`config.mk`:
```
export PLATFORM = sky130hd
export DESIGN_NAME = vga_fb_arbiter_flat
export DESIGN_NICKNAME = d
export VERILOG_FILES = /design/src/rtl/vga_fb_pkg.sv /design/src/rtl/vga_fb_arbiter_if.sv /design/src/rtl/vga_sync_delay.sv /design/src/rtl/vga_fb_arbiter.sv /design/src/flat_wrapper.sv
export SDC_FILE = /design/constraint.sdc
export NUM_CORES = 1
export LEC_CHECK = 0
export CAP_MARGIN = 20
export CORE_ASPECT_RATIO = 1.75
export CORE_MARGIN = 4
export CORE_UTILIZATION = 45
export CTS_BUF_LIST = sky130_fd_sc_hd__clkbuf_8
export CTS_CLUSTER_DIAMETER = 40
export DETAILED_ROUTE_END_ITERATION = 8
export PLACE_DENSITY = 0.87
export SLEW_MARGIN = 20
export SYNTH_ARGS = -nofsm -noshare
export SYNTH_HDL_FRONTEND = slang
export SYNTH_SLANG_ARGS = --single-unit
```
`constraint.sdc`:
```
create_clock -name clk -period 2.35 [get_ports clk]
set_clock_uncertainty 0.15 [all_clocks]
set_input_delay 0.3525 -clock clk [delete_from_list [all_inputs] [get_ports clk]]
set_output_delay 0.3525 -clock clk [all_outputs]
set_load 0.02 [all_outputs]
```
`src/rtl/vga_fb_pkg.sv`:
```
`default_nettype none
// =============================================================================
// vga_fb_pkg : shared types and default geometry for the frame-buffer arbiter
// Rev 1.0
// =============================================================================
package vga_fb_pkg;

   typedef enum logic [0:0] {
      SYNC_WAIT = 1'b0,
      RUN       = 1'b1
   } state_t;

   localparam int HD_DEF      = 640;
   localparam int VD_DEF      = 480;
   localparam int SRC_W_DEF   = 320;
   localparam int MEM_LAT_DEF = 1;
   localparam int PIPE        = MEM_LAT_DEF + 2;

   // Extra address bit carrying the bank select when double buffering is built in
`ifdef DOUBLE_BUFFER_EN
   localparam int DB = 1;
`else
   localparam int DB = 0;
`endif

endpackage
`default_nettype wire

```
`src/rtl/vga_fb_arbiter_if.sv`:
```
`default_nettype none
// =============================================================================
// vga_fb_arbiter_if : timing-in, camera write, RAM and video-out bundle
// Rev 1.0
// =============================================================================
interface vga_fb_arbiter_if #(
   parameter int PIX_W  = 12,
   parameter int ADDR_W = 17,
   parameter int MA_W   = ADDR_W + vga_fb_pkg::DB
);
   logic              en;
   logic [11:0]       pixel_x;
   logic [11:0]       pixel_y;
   logic              video_on;
   logic              hsync_i;
   logic              vsync_i;

   logic              wr_valid;
   logic [ADDR_W-1:0] wr_addr;
   logic [PIX_W-1:0]  wr_data;
   logic              wr_ready;
   logic              wr_frame_done;

   logic              mem_en;
   logic              mem_we;
   logic [MA_W-1:0]   mem_addr;
   logic [PIX_W-1:0]  mem_wdata;
   logic [PIX_W-1:0]  mem_rdata;

   logic [PIX_W-1:0]  rgb;
   logic              hsync_o;
   logic              vsync_o;
   logic              de_o;
   logic [7:0]        frame_cnt;

   modport master (
      input  en, pixel_x, pixel_y, video_on, hsync_i, vsync_i,
      input  wr_valid, wr_addr, wr_data, wr_frame_done, mem_rdata,
      output wr_ready, mem_en, mem_we, mem_addr, mem_wdata,
      output rgb, hsync_o, vsync_o, de_o, frame_cnt
   );

   modport slave (
      output en, pixel_x, pixel_y, video_on, hsync_i, vsync_i,
      output wr_valid, wr_addr, wr_data, wr_frame_done, mem_rdata,
      input  wr_ready, mem_en, mem_we, mem_addr, mem_wdata,
      input  rgb, hsync_o, vsync_o, de_o, frame_cnt
   );
endinterface
`default_nettype wire

```
`src/rtl/vga_sync_delay.sv`:
```
`default_nettype none
// =============================================================================
// vga_sync_delay : N-stage shift register keeping sync/DE aligned with RGB
// Rev 1.0
// =============================================================================
module vga_sync_delay #(
   parameter int            N       = 3,
   parameter int            W       = 3,
   parameter logic [W-1:0]  RST_VAL = '0
) (
   input  wire logic         clk,
   input  wire logic         rst,
   input  wire logic [W-1:0] d,
   output logic      [W-1:0] q
);

   logic [N-1:0][W-1:0] r_stage;

   always_ff @(posedge clk or posedge rst) begin
      if (rst) begin
         for (int i = 0; i < N; i++) r_stage[i] <= RST_VAL;
      end else begin
         r_stage[0] <= d;
         for (int i = 1; i < N; i++) r_stage[i] <= r_stage[i-1];
      end
   end

   assign q = r_stage[N-1];

endmodule
`default_nettype wire

```
`src/rtl/vga_fb_arbiter.sv`:
```
`default_nettype none
// =============================================================================
// vga_fb_arbiter : single-port frame-buffer sharing, camera writes vs 2x2 VGA reads
// Optional macro DOUBLE_BUFFER_EN : bank bit on mem_addr MSB, swapped at frame start
// Rev 1.0
// =============================================================================
module vga_fb_arbiter
   import vga_fb_pkg::*;
#(
   parameter int PIX_W   = 12,
   parameter int ADDR_W  = 17,
   parameter int SRC_W   = SRC_W_DEF,
   parameter int MEM_LAT = MEM_LAT_DEF,
   parameter int HD      = HD_DEF,
   parameter int VD      = VD_DEF
) (
   input  wire logic        clk,
   input  wire logic        rst,
   vga_fb_arbiter_if.master bus
);

   localparam int          DLY  = MEM_LAT + 2;
   localparam logic [11:0] HD_L = 12'(HD);
   localparam logic [11:0] VD_L = 12'(VD);

   state_t                  r_state;
   logic                    r_mem_en;
   logic                    r_mem_we;
   logic [ADDR_W+DB-1:0]    r_mem_addr;
   logic [PIX_W-1:0]        r_mem_wdata;
   logic [7:0]              r_frame_cnt;
   logic [MEM_LAT:0]        r_rd_tag;
   logic [PIX_W-1:0]        r_pixel_q;

   logic                    w_origin;
   logic                    w_start;
   logic                    w_active;
   logic                    w_rd_slot;
   logic [ADDR_W-1:0]       w_src_x;
   logic [ADDR_W-1:0]       w_src_y;
   logic [ADDR_W-1:0]       w_rd_addr;
   logic [ADDR_W+DB-1:0]    w_rd_addr_mem;
   logic [ADDR_W+DB-1:0]    w_wr_addr_mem;
   logic [2:0]              w_sync_q;

   assign w_src_x = ADDR_W'(bus.pixel_x[11:1]);
   assign w_src_y = ADDR_W'(bus.pixel_y[11:1]);

   if (SRC_W == 320) begin : g_addr_shift
      assign w_rd_addr = (w_src_y << 8) + (w_src_y << 6) + w_src_x;
   end else begin : g_addr_mul
      assign w_rd_addr = ADDR_W'(w_src_y * SRC_W) + w_src_x;
   end

   assign w_origin  = (bus.pixel_x == 12'd0) && (bus.pixel_y == 12'd0);
   assign w_start   = bus.en && w_origin;
   assign w_active  = bus.video_on && !bus.pixel_x[0] &&
                      (bus.pixel_x < HD_L) && (bus.pixel_y < VD_L);
   // The (0,0) read is issued in the same cycle that leaves SYNC_WAIT
   assign w_rd_slot = (r_state == RUN) ? w_active : w_start;

   assign bus.wr_ready = !w_rd_slot;

`ifdef DOUBLE_BUFFER_EN
   logic r_wr_bank;
   logic r_swap_pend;
   logic w_swap;
   logic w_bank;

   // The bank in force from the (0,0) cycle on, so the first read of a frame already sees it
   assign w_swap        = w_origin && r_swap_pend;
   assign w_bank        = r_wr_bank ^ w_swap;
   assign w_wr_addr_mem = {w_bank, bus.wr_addr};
   assign w_rd_addr_mem = {~w_bank, w_rd_addr};

   always_ff @(posedge clk or posedge rst) begin
      if (rst) begin
         r_wr_bank   <= 1'b0;
         r_swap_pend <= 1'b0;
      end else begin
         r_wr_bank   <= w_bank;
         r_swap_pend <= (r_swap_pend && !w_swap) || bus.wr_frame_done;
      end
   end
`else
   logic w_unused_frame_done;

   assign w_unused_frame_done = bus.wr_frame_done;
   assign w_wr_addr_mem       = bus.wr_addr;
   assign w_rd_addr_mem       = w_rd_addr;
`endif

   always_ff @(posedge clk or posedge rst) begin
      if (rst) begin
         r_state     <= SYNC_WAIT;
         r_mem_en    <= 1'b0;
         r_mem_we    <= 1'b0;
         r_mem_addr  <= '0;
         r_mem_wdata <= '0;
         r_frame_cnt <= 8'd0;
         r_rd_tag    <= '0;
         r_pixel_q   <= '0;
      end else begin
         case (r_state)
            SYNC_WAIT: if (w_start) r_state <= RUN;
            RUN:       if (!bus.en) r_state <= SYNC_WAIT;
         endcase

         if (w_rd_slot) begin
            r_mem_en   <= 1'b1;
            r_mem_we   <= 1'b0;
            r_mem_addr <= w_rd_addr_mem;
         end else if (bus.wr_valid) begin
            r_mem_en    <= 1'b1;
            r_mem_we    <= 1'b1;
            r_mem_addr  <= w_wr_addr_mem;
            r_mem_wdata <= bus.wr_data;
         end else begin
            r_mem_en <= 1'b0;
            r_mem_we <= 1'b0;
         end

         if (w_start) r_frame_cnt <= r_frame_cnt + 8'd1;

         // Leaving RUN discards reads still in flight
         if (r_state == RUN && !bus.en) r_rd_tag <= '0;
         else                           r_rd_tag <= {r_rd_tag[MEM_LAT-1:0], w_rd_slot};

         if (r_rd_tag[MEM_LAT] && r_state == RUN) r_pixel_q <= bus.mem_rdata;
      end
   end

   vga_sync_delay #(
      .N       (DLY),
      .W       (3),
      .RST_VAL (3'b110)
   ) u_sync_dly (
      .clk (clk),
      .rst (rst),
      .d   ({bus.hsync_i, bus.vsync_i, bus.video_on}),
      .q   (w_sync_q)
   );

   assign bus.hsync_o   = w_sync_q[2];
   assign bus.vsync_o   = w_sync_q[1];
   assign bus.de_o      = w_sync_q[0] && (r_state == RUN);
   assign bus.rgb       = bus.de_o ? r_pixel_q : '0;
   assign bus.mem_en    = r_mem_en;
   assign bus.mem_we    = r_mem_we;
   assign bus.mem_addr  = r_mem_addr;
   assign bus.mem_wdata = r_mem_wdata;
   assign bus.frame_cnt = r_frame_cnt;

endmodule
`default_nettype wire

```
`src/flat_wrapper.sv`:
```
// flat-port wrapper written by rule: the top's interface ports become plain ports
module vga_fb_arbiter_flat import vga_fb_pkg::*;
#(
   parameter int PIX_W   = 12,
   parameter int ADDR_W  = 17,
   parameter int SRC_W   = SRC_W_DEF,
   parameter int MEM_LAT = MEM_LAT_DEF,
   parameter int HD      = HD_DEF,
   parameter int VD      = VD_DEF
)
  (clk, rst, bus_en, bus_pixel_x, bus_pixel_y, bus_video_on, bus_hsync_i, bus_vsync_i, bus_wr_valid, bus_wr_addr, bus_wr_data, bus_wr_frame_done, bus_mem_rdata, bus_wr_ready, bus_mem_en, bus_mem_we, bus_mem_addr, bus_mem_wdata, bus_rgb, bus_hsync_o, bus_vsync_o, bus_de_o, bus_frame_cnt);
  vga_fb_arbiter_if #(.PIX_W(PIX_W), .ADDR_W(ADDR_W)) bus_i ();
  input  wire logic clk;
  input  wire logic rst;
  input wire logic [$bits(bus_i.en)-1:0] bus_en;
  input wire logic [$bits(bus_i.pixel_x)-1:0] bus_pixel_x;
  input wire logic [$bits(bus_i.pixel_y)-1:0] bus_pixel_y;
  input wire logic [$bits(bus_i.video_on)-1:0] bus_video_on;
  input wire logic [$bits(bus_i.hsync_i)-1:0] bus_hsync_i;
  input wire logic [$bits(bus_i.vsync_i)-1:0] bus_vsync_i;
  input wire logic [$bits(bus_i.wr_valid)-1:0] bus_wr_valid;
  input wire logic [$bits(bus_i.wr_addr)-1:0] bus_wr_addr;
  input wire logic [$bits(bus_i.wr_data)-1:0] bus_wr_data;
  input wire logic [$bits(bus_i.wr_frame_done)-1:0] bus_wr_frame_done;
  input wire logic [$bits(bus_i.mem_rdata)-1:0] bus_mem_rdata;
  output wire logic [$bits(bus_i.wr_ready)-1:0] bus_wr_ready;
  output wire logic [$bits(bus_i.mem_en)-1:0] bus_mem_en;
  output wire logic [$bits(bus_i.mem_we)-1:0] bus_mem_we;
  output wire logic [$bits(bus_i.mem_addr)-1:0] bus_mem_addr;
  output wire logic [$bits(bus_i.mem_wdata)-1:0] bus_mem_wdata;
  output wire logic [$bits(bus_i.rgb)-1:0] bus_rgb;
  output wire logic [$bits(bus_i.hsync_o)-1:0] bus_hsync_o;
  output wire logic [$bits(bus_i.vsync_o)-1:0] bus_vsync_o;
  output wire logic [$bits(bus_i.de_o)-1:0] bus_de_o;
  output wire logic [$bits(bus_i.frame_cnt)-1:0] bus_frame_cnt;
  assign bus_i.en = bus_en;
  assign bus_i.pixel_x = bus_pixel_x;
  assign bus_i.pixel_y = bus_pixel_y;
  assign bus_i.video_on = bus_video_on;
  assign bus_i.hsync_i = bus_hsync_i;
  assign bus_i.vsync_i = bus_vsync_i;
  assign bus_i.wr_valid = bus_wr_valid;
  assign bus_i.wr_addr = bus_wr_addr;
  assign bus_i.wr_data = bus_wr_data;
  assign bus_i.wr_frame_done = bus_wr_frame_done;
  assign bus_i.mem_rdata = bus_mem_rdata;
  assign bus_wr_ready = bus_i.wr_ready;
  assign bus_mem_en = bus_i.mem_en;
  assign bus_mem_we = bus_i.mem_we;
  assign bus_mem_addr = bus_i.mem_addr;
  assign bus_mem_wdata = bus_i.mem_wdata;
  assign bus_rgb = bus_i.rgb;
  assign bus_hsync_o = bus_i.hsync_o;
  assign bus_vsync_o = bus_i.vsync_o;
  assign bus_de_o = bus_i.de_o;
  assign bus_frame_cnt = bus_i.frame_cnt;
  vga_fb_arbiter #(.PIX_W(PIX_W), .ADDR_W(ADDR_W), .SRC_W(SRC_W), .MEM_LAT(MEM_LAT), .HD(HD), .VD(VD)) u_core (.clk(clk), .rst(rst), .bus(bus_i));
endmodule
```
# Yosys cells after proc, flatten, opt, wreduce, memory -nomap -nowiden
# Cells that the tools add are included.
# classes
add_sub_neg	3
multipliers	0
n_div	0
order_cmp	2
n_eq_ne	0
n_shift	0
muxes	11
bitwise	2
n_reduce_logical	15
# op_table
op	count
2-to-1 mux 17 bit	2
logical NOT 12 bit	2
adder 17 x 11 -> 17 bit	1
adder 17 bit	1
< comparator 12 x 10 -> 1 bit (second input constant)	1
< comparator 12 x 9 -> 1 bit (second input constant)	1
2-to-1 mux 12 bit	1
adder 8 x 1 -> 8 bit (second input constant)	1
logical AND 1 bit	8
2-to-1 mux 1 bit	6
logical NOT 1 bit	3
2-to-1 mux 2 bit	1
inverter 1 bit	2
case mux 1 bit (2 select lines)	1
AND reduction 2 bit	1
nonzero test 2 bit	1
# word_totals
regBits	63
latch_bits	0
ramBits	0
mem_bits_ro	0
inputBits	73
out_inout_bits	55
word_cells	44
n_memories	0

# Logic depth before layout (Yosys ltp)
# Gate-level depths: netlist of run 1.
# depth
depth_word	7
ltp_mapped	9

# Cells and area by module
# Synthesis of run 1 repeated with hierarchy kept, for this count alone.
# hier_totals
cells_unflattened	286
hier_area_um2	3313.2
# by_module_without_submodules
module	n_inst	cells_each	area_per_inst_um2
vga_fb_arbiter	1	273	3054.2
vga_sync_delay	1	13	259.0

# Least setup slack after synthesis of run 1
# Ideal clock, no wire load.
# synth_path
kind	input port to flip-flop
from	input port bus_pixel_y[2]
to	register u_core.r_mem_addr[15], in the netlist u_core.bus.mem_addr[15]
setup_ns	0.120
arrival_time_ns	2.331
slack_ns	-0.251
path_stages	7
path_cell_list	fa_1 > ha_1 > nor2b_1 > o31a_1 > o2111a_1 > or3_1 > a31o_2
# synth_between
elab_chain_cells	5
word_cells_on_any_way	10
# synth_rtl
element	line_no	rtl
start, declared	flat_wrapper.sv:17	input wire logic [$bits(bus_i.pixel_y)-1:0] bus_pixel_y;
parallel branches: the longest is 5 deep, another holds adder 17 bit	--	
end signal, assigned	vga_fb_arbiter.sv:112	r_mem_addr <= w_rd_addr_mem;
end signal, assigned	vga_fb_arbiter.sv:116	r_mem_addr <= w_wr_addr_mem;
end, declared	vga_fb_arbiter.sv:29	logic [ADDR_W+DB-1:0] r_mem_addr;
# Parallel ways; which one is timed is not known.
# A chain may end at the register's enable or synchronous reset.

# Worst setup path after layout of run 1
# layout_path
from	input port bus_pixel_y[4]
to	register u_core.r_mem_addr[15], in the netlist u_core.bus.mem_addr[15]
# Same word-level chain as after synthesis.

==> results of run 1 <==
-- cell families (layout without fill, tap and decap cells) --
family,after synthesis,in the layout
multiplexers,41,41
AO/OA/AOI/OAI,47,47
adder cells (fa/ha/maj),21,21
XOR/XNOR,13,13
flip-flops,63,63
buffers and inverters,23,216
AND/OR/NAND/NOR,73,74
-- sequential cells by signal, indices dropped and copies added (netlist names) --
register and flops:
u_core.r_pixel_q 12, u_core.u_sync_dly.r_stage 6, u_core.bus.mem_addr 17, u_core.r_rd_tag 2, u_core.u_sync_dly.q 3, u_core.bus.mem_en 1
u_core.bus.mem_wdata 12, u_core.bus.frame_cnt 8, u_core.bus.mem_we 1, u_core.r_state 1
-- stage by stage --
step                      cell area [um^2]  instances  power [W]  hold WS [ns]  worst slack, ns
after floorplan                       3287        281   0.001558        0.1812          -0.2030
after global placement                5060        540   0.001966        0.1844          -0.7778
after CTS                             5361        558   0.003127        0.2017         -0.09195
after global routing                  5456        559   0.003276        0.1981         -0.07765
after detailed placement              5060        540   0.001994        0.1881          -0.8531
final                                 5456        559   0.003144        0.1803         -0.08542
-- power groups by stage --
stage | Combinational [W] | Sequential (W) | Clock (W)
after global routing | 0.000902 | 0.00121 | 0.00117
final | 0.000839 | 0.00120 | 0.00111
after detailed placement | 0.000777 | 0.00122 | 0
after floorplan | 0.000283 | 0.00128 | 0
after global placement | 0.000757 | 0.00121 | 0
after CTS | 0.000807 | 0.00120 | 0.00112
-- synthesized netlist by cell type, types with 9 or more instances --
cell type	count
a21oi_1	11
and3_1	14
dfrtp_1	57
ha_1	17
inv_1	13
mux2_1	9
mux2_2	16
mux2i_1	16
nand2_1	13
nor2_1	12
o21ai_0	15
xnor2_1	11
-- critical path, stage by stage --
cell	delay, ns
buf_8	0.10
fa_1	0.59
ha_4	0.22
nor2b_4	0.12
o31a_1	0.29
o2111a_1	0.28
or3_1	0.32
a31o_2	0.25
-- worst max path at each step --
stage | slack, ns | start | endpoint
4_1_cts | -0.09 | bus_pixel_y[4] | u_core.bus.mem_addr[15]$_DFFE_PP0P_
3_5_place_dp | -0.85 | bus_pixel_y[1] | u_core.bus.mem_addr[16]$_DFFE_PP0P_
3_3_place_gp | -0.78 | bus_pixel_y[1] | u_core.bus.mem_addr[15]$_DFFE_PP0P_
2_1_floorplan | -0.20 | bus_pixel_x[10] | u_core.bus.mem_addr[15]$_DFFE_PP0P_
6_report | -0.09 | bus_pixel_y[4] | u_core.bus.mem_addr[15]$_DFFE_PP0P_
5_1_grt | -0.08 | bus_pixel_y[4] | u_core.bus.mem_addr[15]$_DFFE_PP0P_
-- per-layer routing --
metal | track usage | vias to the layer above | wire length [um]
met2 | 0.4606 | 118 | 5951
met5 | 0 | - | 0
met1 | 0.2367 | 1428 | 3247
met4 | 0.1120 | 0 | 395
li1 | - | 1395 | -
met3 | 0.04742 | 34 | 495
-- layout make-up --
type                            count  share of cell area
Clock inverter                      3             0.01169
Timing Repair Buffer              186              0.3144
Clock buffer                       13             0.03279
Multi-Input combinational cell    196              0.3213
Inverter                           14             0.01009
Tap cell                           84             0.01926
Sequential cell                    63              0.2905
-- what timing repair did --
action	in CTS	in global routing
resized for setup	61	23
endpoints found under the hold margin	0	0
setup buffers	1	1
pin swaps	16	17
endpoints found under the setup margin	31	30
cloned	1	0
==> key figures, run 1 <==
Timing
  • Final period util: 1.036
  • Post-route setup slack: -0.08542 ns
  • Final min period: 2.435 ns
  • Unrepaired setup endpoints after global routing: true
  • Final Max Slew Viols: 0
  • Final setup fails: 2
  • Total Neg Setup Slack: -0.1072 ns
  • Worst-margin pin slew: between 0.5 and 0.6 ns
  • Final hold viol count: 0
  • Fmax: between 400 and 500 MHz
  • Worst slew margin: 0.6563

Status
  • Status: finished with violations
  • Failing checks: negative setup slack

Die
  • Chip Width: between 70 and 80 um
  • Die Height: 120.7 um
  • Placeable Area: a little under 0.007 mm^2
  • Std-Cell Rows: 40
  • I/O pins: 128
  • DIE AREA: approximately 0.0087 mm^2
  • Initial core utilization: 0.4692

Critical path
  • Reg2Reg Launch Point: u_core.r_state$_DFF_PP0_
  • Worst-path fanout max: 3
  • CP required: ~2.4 ns
  • Critical Path AT: 2.52 ns
  • Reg2Reg Depth: 7
  • Crit Path Class: input pin to register
  • Reg2reg setup slack: 0.43 ns
  • Reg2reg end: u_core.bus.mem_wdata[5]$_DFFE_PP0P_
  • Worst setup EP type: register
  • CP Launch Type: input pin

Drt
  • 1st-iter DRT viols: around 160
  • WL/cell: ~18 um
  • Vias per cell: between 5 and 6
  • Via count: ~3000
  • Number of remaining DRC errors: 0
  • DR pass1 iterations: 4
  • Routed Antenna Nets: 0
  • WL final: about 10000 um

Yosys
  • XOR/XNOR share of the synthesized area: 0.03488
  • Compound-cell area share of the yosys netlist: 0.09621
  • Area leader, netlist: dfrtp_1
  • Sequential share of the synthesized area: 0.4852
  • Synth cell types: 45
  • Gate Count Post-Synth: roughly 280
  • Most used DFF post-synth: dfrtp_1
  • Ys async rst share: 1.000
  • Post-synth EDFFs: 0
  • Post-synthesis adder-cell area fraction: 0.08969
  • Mux contribution to synthesized area: 0.1353
  • Mapped Area: ~0.0033 mm^2
  • Synth Area per Inst: between 10 and 15 um^2
  • Simple-gate share of the synthesized area: 0.1292
  • Top cells by area, synth: dfrtp_1 44%, ha_1 6.5%, mux2_2 5.5%
  • Combinational family with the most area after synthesis: multiplexers
  • Synthesis Warnings: 0
  • Syn Nets: 375
  • Synth top area share: 0.4369
  • Flops & latches, synth: 63

Clock tree
  • Max clock buf depth: 2
  • CTS tree: yes
  • Hold-fix buffers, CTS: 0
  • Clk Latency, worst-skew pair: 0.34 ns
  • CTS sink cnt: 63
  • Worst-path clk slew: 0.07 ns
  • CTS root buf: clkbuf_8
  • Num CTS Buffers: 9
  • H-tree depth: 3

Placement
  • Placer Congestion: 0.9271
  • Port bufs: ~130
  • DP Wirelength: 7726 um

Power and ir drop
  • VDD IR max: between 0.3 and 0.4 mV
  • Logic pwr share: 0.267
  • NetSw: about 0.00082 W
  • Int Pwr: 0.002328 W
  • Sw frac: 0.2596
  • PwrDens: between 500 and 600 mW/mm^2
  • Seq pwr share: 0.381
  • Pleak: ~2.5 nW
  • Clock power frac: 0.353

Cells and area
  • Layout fillers: around 460
  • Seq. cell area: between 0.0015 and 0.002 mm^2
  • N_diodes: 0
  • Commonest non-fill, non-tap cell in the layout: clkdlybuf4s50_1
  • Most frequent cells in the layout: 106 x clkdlybuf4s50_1, 58 x buf_4, 56 x dfrtp_1, 16 x mux2_2, 16 x mux2i_1
  • Layout overhead on the synthesized area: 67.15%
  • Final-stage net count: 564
  • Multi-input gate area: between 0.0015 and 0.002 mm^2
  • Final Util: 0.7844
  • Ratio of cells with drive above 1 in the final layout: 0.2968

Global routing
  • Initial antenna violation count: 0
  • GRT Overall Usage: 0.2402
  • First-pass GRT wire length: 15860 um
  • Largest net degree at the start of global routing: 64
  • Gr ovfl total: 0
  • Number of global-route vias before repair: 3232

Worst hold path
  • Worst hold endpoint: u_core.bus.mem_addr[1]$_DFFE_PP0P_
  • Min-delay src: bus_pixel_x[2]
  • Hold path depth: 3
  • Min-delay worst type: input pin to register

Job
  • Max Cap Viol: 0
No activity file was read; power rests on OpenSTA's default activity.
==> run 2: changes to the inputs <==
- CORE_UTILIZATION: 45 -> 50
- DONT_BUFFER_PORTS: not set -> 1
- PLACE_DENSITY: 0.87 -> 0.7
==> run 2 against run 1 <==
  * The run now ends clean
  * Largest power group unchanged
  * Critical path type unchanged
  * Cell count decreased by 25%
  * Highest routed layer unchanged
  * Sequential share of layout area up 10 points
  * Worst setup slack better by 0.18 ns
  * Cell area down 26%
  * Clock power is 7% lower
==> key figures, run 2 (synthesis results as in run 1) <==
Timing
  • Final setup fails: 0 (-2)
  • Worst-margin pin slew: 0.5022 ns (-0.01207 ns)
  • Fmax: 443.8 MHz (+8.1%)
  • Final hold viol count: 0 (unchanged)
  • Final period util: 0.9589 (-0.07746)
  • Total Neg Setup Slack: 0 ns (+0.1072 ns)
  • Final min period: 2.253 ns (-0.1820 ns)
  • Unrepaired setup endpoints after global routing: false
  • Fin Hold WS: 0.02292 ns (-0.1573 ns)
  • Worst slew margin: 0.6644 (+0.008067)
  • Final Max Slew Viols: 0 (unchanged)
  • Post-route setup slack: 0.09662 ns (+0.1820 ns)

Cells and area
  • Fin area: 0.004028 mm^2 (-26%)
  • Commonest non-fill, non-tap cell in the layout: dfrtp_1
  • Final-stage net count: 427 (-24%)
  • Final Util: 0.6417 (-0.1426)
  • Max reg flops: 17 (unchanged)
  • N_diodes: 0 (unchanged)
  • Most frequent cells in the layout: 57 x dfrtp_1, 28 x dlygate4sd3_1, 21 x buf_4
  • Layout fillers: 506 (+9.5%)
  • Layout overhead on the synthesized area: 23.38%
  • Ratio of cells with drive above 1 in the final layout: 0.2101 (-0.08678)

Power and ir drop
  • Sw frac: 0.2541 (-0.005494)
  • NetSw: 0.0006920 W (-15%)
  • Int Pwr: 0.002032 W (-13%)
  • Logic pwr share: 0.153 (-0.114)
  • Clock power frac: 0.378 (+0.025)
  • Seq pwr share: 0.468 (+0.087)
  • Pleak: 1.849 nW (-25%)
  • PwrDens: 676.2 mW/mm^2 (+17%)
  • VDD IR max: 0.3002 mV (-6.5%)

Drt
  • Via count: 2356 (-21%)
  • Vias per cell: 5.636 (+5.9%)
  • WL/cell: 18.62 um (+3.2%)
  • Number of remaining DRC errors: 0 (unchanged)
  • DR pass1 iterations: 4 (unchanged)
  • Met3 wire len: 483 um (-2.4%)
  • Routed Antenna Nets: 0 (unchanged)
  • WL final: 7783 um (-23%)
  • M1 wire length: 2808 um (-14%)
  • WL met2: 4322 um (-27%)
  • Uppermost routed layer: met4
  • 1st-iter DRT viols: 81 (-50%)

Critical path
  • CP Launch Type: input pin
  • Reg2Reg Launch Point: u_core.r_state$_DFF_PP0_
  • Critical Path AT: 2.33 ns (-0.19 ns)
  • Worst setup EP type: register
  • Critical path origin: bus_pixel_x[9]
  • Crit Path Class: input pin to register
  • Worst-path fanout max: 3 (unchanged)
  • CP required: 2.42 ns (-0.02 ns)

Placement
  • Setup WS pre-CTS: -0.2980 ns (+0.5552 ns)
  • Port bufs: 0 (-100%)
  • DP Area: 0.003523 mm^2 (-30%)
  • DP Wirelength: 6004 um (-22%)
  • Placer Congestion: 0.9053 (-2.4%)

Global routing
  • GRT Overall Usage: 0.2050 (-0.03524)
  • Number of global-route vias before repair: 2606 (-19%)
  • Largest net degree at the start of global routing: 64 (unchanged)
  • Initial antenna violation count: 0 (unchanged)
  • First-pass GRT wire length: 12790 um (-19%)
  • Gr ovfl total: 0 (unchanged)

Die
  • Chip Width: 69.08 um (-4.6%)
  • Die Height: 114.9 um (-4.8%)
  • Initial core utilization: 0.5201 (+0.05089)
  • I/O pins: 128 (unchanged)
  • Placeable Area: 0.006276 mm^2 (-9.8%)
  • DIE AREA: 0.007937 mm^2 (-9.1%)
  • Std-Cell Rows: 38 (-5.0%)

Clock tree
  • Setup bufs post-CTS: 0 (-1)
  • Max clock buf depth: 2 (unchanged)
  • CTS sink cnt: 63 (unchanged)
  • Clk Latency, worst-skew pair: 0.33 ns (about the same)
  • H-tree depth: 3 (unchanged)
  • CTS root buf: clkbuf_8
  • Num CTS Buffers: 9 (unchanged)
  • CTS tree: yes
  • Worst-path clk slew: 0.07 ns (about the same)

Worst hold path
  • Min-delay src: bus_wr_data[1]
  • Min-delay worst type: input pin to register

Status
  • Status: finished, final reports clean

Job
  • Max Cap Viol: 0 (unchanged)
[run 2: changes by cell type in the layout (fill, tap and decap cells not counted), moves of 5 or more]
cell,change
buf_4,-37
buf_6,-5
clkdlybuf4s50_1,-106
dlygate4sd2_1,-6
dlygate4sd3_1,+28
ha_1,+6
[run 2: final timing paths]
| kind | slack, ns | endpoint | cells after the start |
|---|---|---|---|
| max | 0.1 | u_core.bus.mem_addr[15]$_DFFE_PP0P_ | 8 |
| min | 0.02 | u_core.bus.mem_wdata[1]$_DFFE_PP0P_ | 1 |
| max reg2reg | 0.44 | u_core.bus.mem_addr[15]$_DFFE_PP0P_ | 6 |
| min reg2reg | 0.20 | u_core.u_sync_dly.q[0]$_DFF_PP0_ | 0 |
| max in group asynchronous | 1.34 | u_core.u_sync_dly.r_stage[4]$_DFF_PP1_ | 3 |
| min in group asynchronous | 0.40 | u_core.bus.mem_addr[2]$_DFFE_PP0P_ | 3 |
[run 2: final cells by class]
type / count / area [um^2] / area share
multi-input combinational: 195 / 1607 / 0.3989
sequential: 63 / 1584 / 0.3933
timing repair buffer: 50 / 457.9 / 0.1137
clock buffer: 11 / 151.4 / 0.03759
tap: 80 / 100.1 / 0.02485
clock inverter: 5 / 72.57 / 0.01802
inverter: 14 / 55.05 / 0.01367
[run 2: power by group through the flow]
| stage | clock network (W) | registers, W | logic [W] |
|---|---|---|---|
| CTS | 0.00106 | 0.00128 | 0.000421 |
| global placement | 0 | 0.00129 | 0.000372 |
| floorplan | 0 | 0.00128 | 0.000283 |
| global route | 0.00111 | 0.00128 | 0.000473 |
| detailed placement | 0 | 0.00130 | 0.000380 |
| finish | 0.00103 | 0.00128 | 0.000418 |
[run 2: through the flow]
stage	std cells	total power, W
after floorplan	281	0.001558
after global placement	374	0.001665
after detailed placement	374	0.001676
after CTS	418	0.002761
after global routing	418	0.002862
final	418	0.002724
[run 2: per-layer routing]
metal  vias up  global-route usage
li1       1114                   -
met1      1145              0.2125
met2        87              0.3814
met3        10             0.06212
met4         0             0.08344
met5         -                   0
[run 2: worst max-delay path, cell delays in order]
cell	delay, ns
inv_2	0.02
fa_1	0.58
fa_2	0.25
nor2b_4	0.04
o31a_1	0.28
o2111a_1	0.26
or3_1	0.31
a31o_2	0.23
[run 2: what timing repair did]
| item | 4_1_cts | 5_1_grt |
|---|---|---|
| gates resized for setup | 0 | 1 |
| setup endpoints to repair | 0 | 1 |
| hold buffers | 28 | 0 |
| hold endpoints to repair | 84 | 0 |
